File: src/rtl/if_fetch_stage.sv
// IF stage: PC register, instruction-memory request and IF/ID pipeline register.
// Optional misaligned-fetch trap enabled by defining IF_ALIGN_CHECK_EN.
//
// state  | meaning
// S_REQ  | fetch of pcIF outstanding, imem_req asserted
// S_HOLD | fetched instruction parked in hold_buf while ID is stalled
module if_fetch_stage #(
  parameter logic [31:0] PC_RESET  = 32'h0000_3000,
  parameter logic [31:0] NOP_INSTR = 32'h0000_0000
) (
  input  logic        clk,
  input  logic        reset,
  input  logic        stall,
  input  logic [31:0] npc,
  output logic        imem_req,
  output logic [31:0] imem_addr,
  input  logic        imem_ready,
  input  logic [31:0] imem_rdata,
  output logic [31:0] pcIF,
  output logic [31:0] pcID,
  output logic [31:0] instrID,
  output logic        validID,
  output logic        adelID
);

  typedef enum logic {S_REQ = 1'b0, S_HOLD = 1'b1} state_t;

  state_t      state_q, state_d;
  logic [31:0] pc_if_q, pc_if_d;
  logic [31:0] pc_id_q, pc_id_d;
  logic [31:0] instr_id_q, instr_id_d;
  logic        valid_id_q, valid_id_d;
  logic        adel_id_q, adel_id_d;
  logic [31:0] hold_buf_q, hold_buf_d;
  logic        hold_adel_q, hold_adel_d;
  logic [31:0] npc_sav_q, npc_sav_d;
  logic        npc_sav_v_q, npc_sav_v_d;

  logic        misaligned;
  logic        fetch_done;
  logic [31:0] fetch_data;
  logic [31:0] next_pc;

`ifdef IF_ALIGN_CHECK_EN
  assign misaligned = (state_q == S_REQ) && (pc_if_q[1:0] != 2'b00);
`else
  assign misaligned = 1'b0;
`endif

  // A misaligned fetch never reaches memory; it completes locally as a NOP.
  assign fetch_done = imem_ready | misaligned;
  assign fetch_data = misaligned ? NOP_INSTR : imem_rdata;
  assign next_pc    = npc_sav_v_q ? npc_sav_q : npc;

  assign imem_req  = (state_q == S_REQ) && !misaligned;
  assign imem_addr = pc_if_q;
  assign pcIF      = pc_if_q;
  assign pcID      = pc_id_q;
  assign instrID   = instr_id_q;
  assign validID   = valid_id_q;
  assign adelID    = adel_id_q;

  always_ff @(posedge clk) begin
    if (!reset) begin
      state_q     <= S_REQ;
      pc_if_q     <= PC_RESET;
      pc_id_q     <= 32'h0;
      instr_id_q  <= NOP_INSTR;
      valid_id_q  <= 1'b0;
      adel_id_q   <= 1'b0;
      hold_buf_q  <= 32'h0;
      hold_adel_q <= 1'b0;
      npc_sav_q   <= 32'h0;
      npc_sav_v_q <= 1'b0;
    end else begin
      state_q     <= state_d;
      pc_if_q     <= pc_if_d;
      pc_id_q     <= pc_id_d;
      instr_id_q  <= instr_id_d;
      valid_id_q  <= valid_id_d;
      adel_id_q   <= adel_id_d;
      hold_buf_q  <= hold_buf_d;
      hold_adel_q <= hold_adel_d;
      npc_sav_q   <= npc_sav_d;
      npc_sav_v_q <= npc_sav_v_d;
    end
  end

  always_comb begin
    state_d     = state_q;
    pc_if_d     = pc_if_q;
    pc_id_d     = pc_id_q;
    instr_id_d  = instr_id_q;
    valid_id_d  = valid_id_q;
    adel_id_d   = adel_id_q;
    hold_buf_d  = hold_buf_q;
    hold_adel_d = hold_adel_q;
    npc_sav_d   = npc_sav_q;
    npc_sav_v_d = npc_sav_v_q;
    case (state_q)
      S_REQ: begin
        if (fetch_done) begin
          if (!stall) begin
            pc_id_d     = pc_if_q;
            instr_id_d  = fetch_data;
            valid_id_d  = 1'b1;
            adel_id_d   = misaligned;
            pc_if_d     = next_pc;
            npc_sav_v_d = 1'b0;
          end else begin
            hold_buf_d  = fetch_data;
            hold_adel_d = misaligned;
            state_d     = S_HOLD;
          end
        end else if (!stall) begin
          pc_id_d    = pc_if_q;
          instr_id_d = NOP_INSTR;
          valid_id_d = 1'b0;
          adel_id_d  = 1'b0;
          // Keep the target of the instruction leaving ID; later bubbles must not replace it.
          if (valid_id_q && !npc_sav_v_q) begin
            npc_sav_d   = npc;
            npc_sav_v_d = 1'b1;
          end
        end
      end
      S_HOLD: begin
        if (!stall) begin
          pc_id_d     = pc_if_q;
          instr_id_d  = hold_buf_q;
          valid_id_d  = 1'b1;
          adel_id_d   = hold_adel_q;
          pc_if_d     = next_pc;
          npc_sav_v_d = 1'b0;
          state_d     = S_REQ;
        end
      end
      default: state_d = S_REQ;
    endcase
  end

endmodule
File: config.mk
export PLATFORM = sky130hd
export DESIGN_NAME = if_fetch_stage
export DESIGN_NICKNAME = d
export VERILOG_FILES = /design/src/rtl/if_fetch_stage.sv
export SDC_FILE = /design/constraint.sdc
export NUM_CORES = 1
export LEC_CHECK = 0
export BUFFER_PORTS_ARGS = -buffer_cell sky130_fd_sc_hd__buf_2
export CORE_MARGIN = 1.5
export CORE_UTILIZATION = 31
export DETAILED_ROUTE_END_ITERATION = 7
export SETUP_SLACK_MARGIN = 0.15
export SYNTH_ARGS = -nofsm -noshare
export SYNTH_HDL_FRONTEND = slang
export SYNTH_SLANG_ARGS = --single-unit
File: constraint.sdc
create_clock -name clk -period 2.55 [get_ports clk]
set_input_delay 0 -clock clk [delete_from_list [all_inputs] [get_ports clk]]
set_output_delay 0 -clock clk [all_outputs]
set_load 0.005 [all_outputs]
==> run_results.csv <==
group,metric,value,unit
run_status,status,"complete, no violations",
global_route,grt_max_degree,82,
worst_setup_path,crit_type,"reg -> reg",
placement,numPlacedInstances,1082,
hold_path,hold_path.startpoint,"reset",
clock_network,clockBufferDepth,2,
power_and_ir_drop,power_frac_clock,41.5,%
die,die_area,22300,µm²
sta,finalSetupViolCount,0,
sta,slew_headroom,56.9,%
sta,tightest_slew,646,ps
clock_network,path_clk_slew,60,ps
synthesis,yosysWarnings,0,
worst_setup_path,rr_startpoint,"state_q$_SDFF_PN0_",
power_and_ir_drop,p_sw,1.37,mW
clock_network,cts_hold_buf,65,
placement,gp_congestion,0.688,
die,start_util,31.6,%
drt,routedWlPerCell,14.0,µm
finish,syn_to_final_growth,31.7,%
drt,drt-total-wl,16.5,mm
sta,hold_viol,0,
synthesis,avgSynthCellArea,9.75,µm²
sta,period_share,66.5,%
power_and_ir_drop,combPwrFrac,10.6,%
clock_network,h-tree-depth,4,
synthesis,synthArstFlopShare,0,%
finish,final_common_cell,"buf_2",
synthesis,syn_inst,682,
power_and_ir_drop,leakagePower,3.71,nW
worst_setup_path,crit_path_end_kind,"register",
power_and_ir_drop,switching_share,24.0,%
die,io_pins,199,
synthesis,synth_cell_types,26,
sta,rsz0062_at_grt,"no",
drt,drcViolationCount,0,
synthesis,ys_ff_latch,163,
clock_network,cts.sinks,163,
sta,min_period,1690,ps
die,die_w,149,µm
finish,n_antenna_cell,0,
sta,setup_tns,0,ps
power_and_ir_drop,power.internal,4.33,mW
finish,mostFrequentLayoutCells,"buf_2 (196), dfxtp_1 (161), nand2_1 (147), mux2i_1 (111), dlygate4sd3_1 (65)",
synthesis,synth_fp_nets,750,
clock_network,cts_root_buffer,"clkbuf_16",
job,cap_viol_max_count,0,
die,core,21000,µm²
power_and_ir_drop,seq_power_share,47.9,%
finish,nNetsFinal,959,
global_route,grt_pass1_vias,5058,
global_route,antenna_found_initial,0,
power_and_ir_drop,power.total,5.70,mW
worst_setup_path,worstPathRequired,2890,ps
die,rows,53,
drt,vias,5342,
placement,dpl_cell_area,7570,µm²
drt,drt_iter0_drc,175,
finish,drive_gt1_share,27.0,%
clock_network,worstSkewPairLatency,410,ps
sta,finClkSkew,7.18,ps
clock_network,cts_tree,"yes",
die,dieHeight,149,µm
sta,fmax,590,MHz
placement,io_buffers,197,
finish,fillCellCount,2115,
power_and_ir_drop,power_density,650,nW/µm²
hold_path,min_path_type,"in -> reg",
global_route,grt_pass1_wl,26.0,mm
worst_setup_path,startpoint,"state_q$_SDFF_PN0_",
drt,first_pass_iters,4,
clock_network,cts_setup_buffers,0,
power_and_ir_drop,peakVddDrop,0.429,mV
synthesis,synth-edff-count,0,
global_route,track_usage,14.9,%
worst_setup_path,worst_ep_arrival_time,2030,ps
drt,viasPerCell,4.53,
global_route,overflow,0,
worst_setup_path,worstPathMaxFanout,32,
finish,design_area,8760,µm²
finish,stdcell_count,1179,
drt,ant_nets,0,
clock_network,cts_made_buffers,17,
synthesis,netlist_area,6650,µm²
synthesis,ys_seq_area_share,49.1,%
worst_setup_path,startpoint_type,"register",
synthesis,synthFlopType,"dfxtp_1",
clock_network,post_cts_resized,0,
sta,maxSlewViolCount,0,
sta,hold-worst-slack,146,ps
placement,hpwl,10.6,mm
stage by stage:
| stage | setup WS [ps] | utilization, % |
|---|---|---|
| 4_1_cts | 819 | 41.7 |
| 2_1_floorplan | 1320 | - |
| 3_5_place_dp | 842 | 36.0 |
| 5_1_grt | 737 | 41.7 |
| 6_report | 855 | 41.7 |
| 3_3_place_gp | 876 | 36.0 |
worst max-delay path: stages, from the launching register on:
cell and delay (ps):
dfxtp_2 470, nor2_4 170, and4bb_2 230, buf_4 470, mux2i_1 260
Yosys cell counts, types with 15 or more instances:
library cell	number	share of area [%]
nor2b_1	34	3.2
buf_2	23	1.7
o2bb2ai_1	30	4.0
nand2_1	147	8.3
nor2_1	16	0.90
mux2i_1	111	17
a221oi_1	15	2.0
a21boi_0	21	2.4
dfxtp_1	163	49
buf_4	39	4.4
clkbuf_1	19	1.1
o21ai_0	33	2.5
path summary, 6_finish.rpt:
path | endpoint | slack (ps) | cells after the start
min | npc_sav_q[1]$_SDFFE_PN0P_ | 150 | 3
min reg2reg | hold_buf_q[5]$_SDFFE_PN0P_ | 450 | 2
max reg2reg | npc_sav_q[23]$_SDFFE_PN0P_ | 860 | 4
max | npc_sav_q[23]$_SDFFE_PN0P_ | 860 | 4
registers in the layout, summed over array words and instances, names as in the netlist:
name         count
npc_sav_v_q      1
imem_addr       32
validID          1
instrID         32
npc_sav_q       32
pcID            32
state_q          1
hold_buf_q      32
logic make-up (layout without fill, tap and decap cells):
family / count (synthesis) / in the layout / synth area share, %
multiplexers: 113 / 113 / 17.0
AND/OR/NAND/NOR: 202 / 202 / 13.1
flip-flops: 163 / 163 / 49.1
buffers and inverters: 88 / 310 / 8.16
AO/OA/AOI/OAI: 115 / 115 / 12.6
other: 1 / 1 / 0.0564
cell type report:
type,count,area [µm²],area share [%]
flip-flops and latches,163,3270,37.3
multi-input cells,431,2850,32.5
inverters,2,7.51,0.0857
clock inverters,9,82.6,0.943
repair buffers,276,1760,20.1
well taps,275,344,3.93
clock buffers,23,458,5.23
metal layers:
metal | routed length (µm) | track usage, % | up-vias
li1 | - | - | 2707
met1 | 7800 | 19.7 | 2465
met2 | 7520 | 23.4 | 152
met3 | 897 | 3.32 | 18
met4 | 296 | 5.99 | 0
met5 | 0 | 0 | -
power by group through the flow:
stage                     clock network (mW)  registers (mW)  logic, mW
after floorplan                            0            2.77      0.340
after global placement                     0            2.78      0.528
after detailed placement                   0            2.79      0.535
after CTS                               2.45            2.73      0.616
after global routing                    2.57            2.74      0.676
final                                   2.36            2.73      0.606
Note: power is estimated with default switching activity, not from simulation.
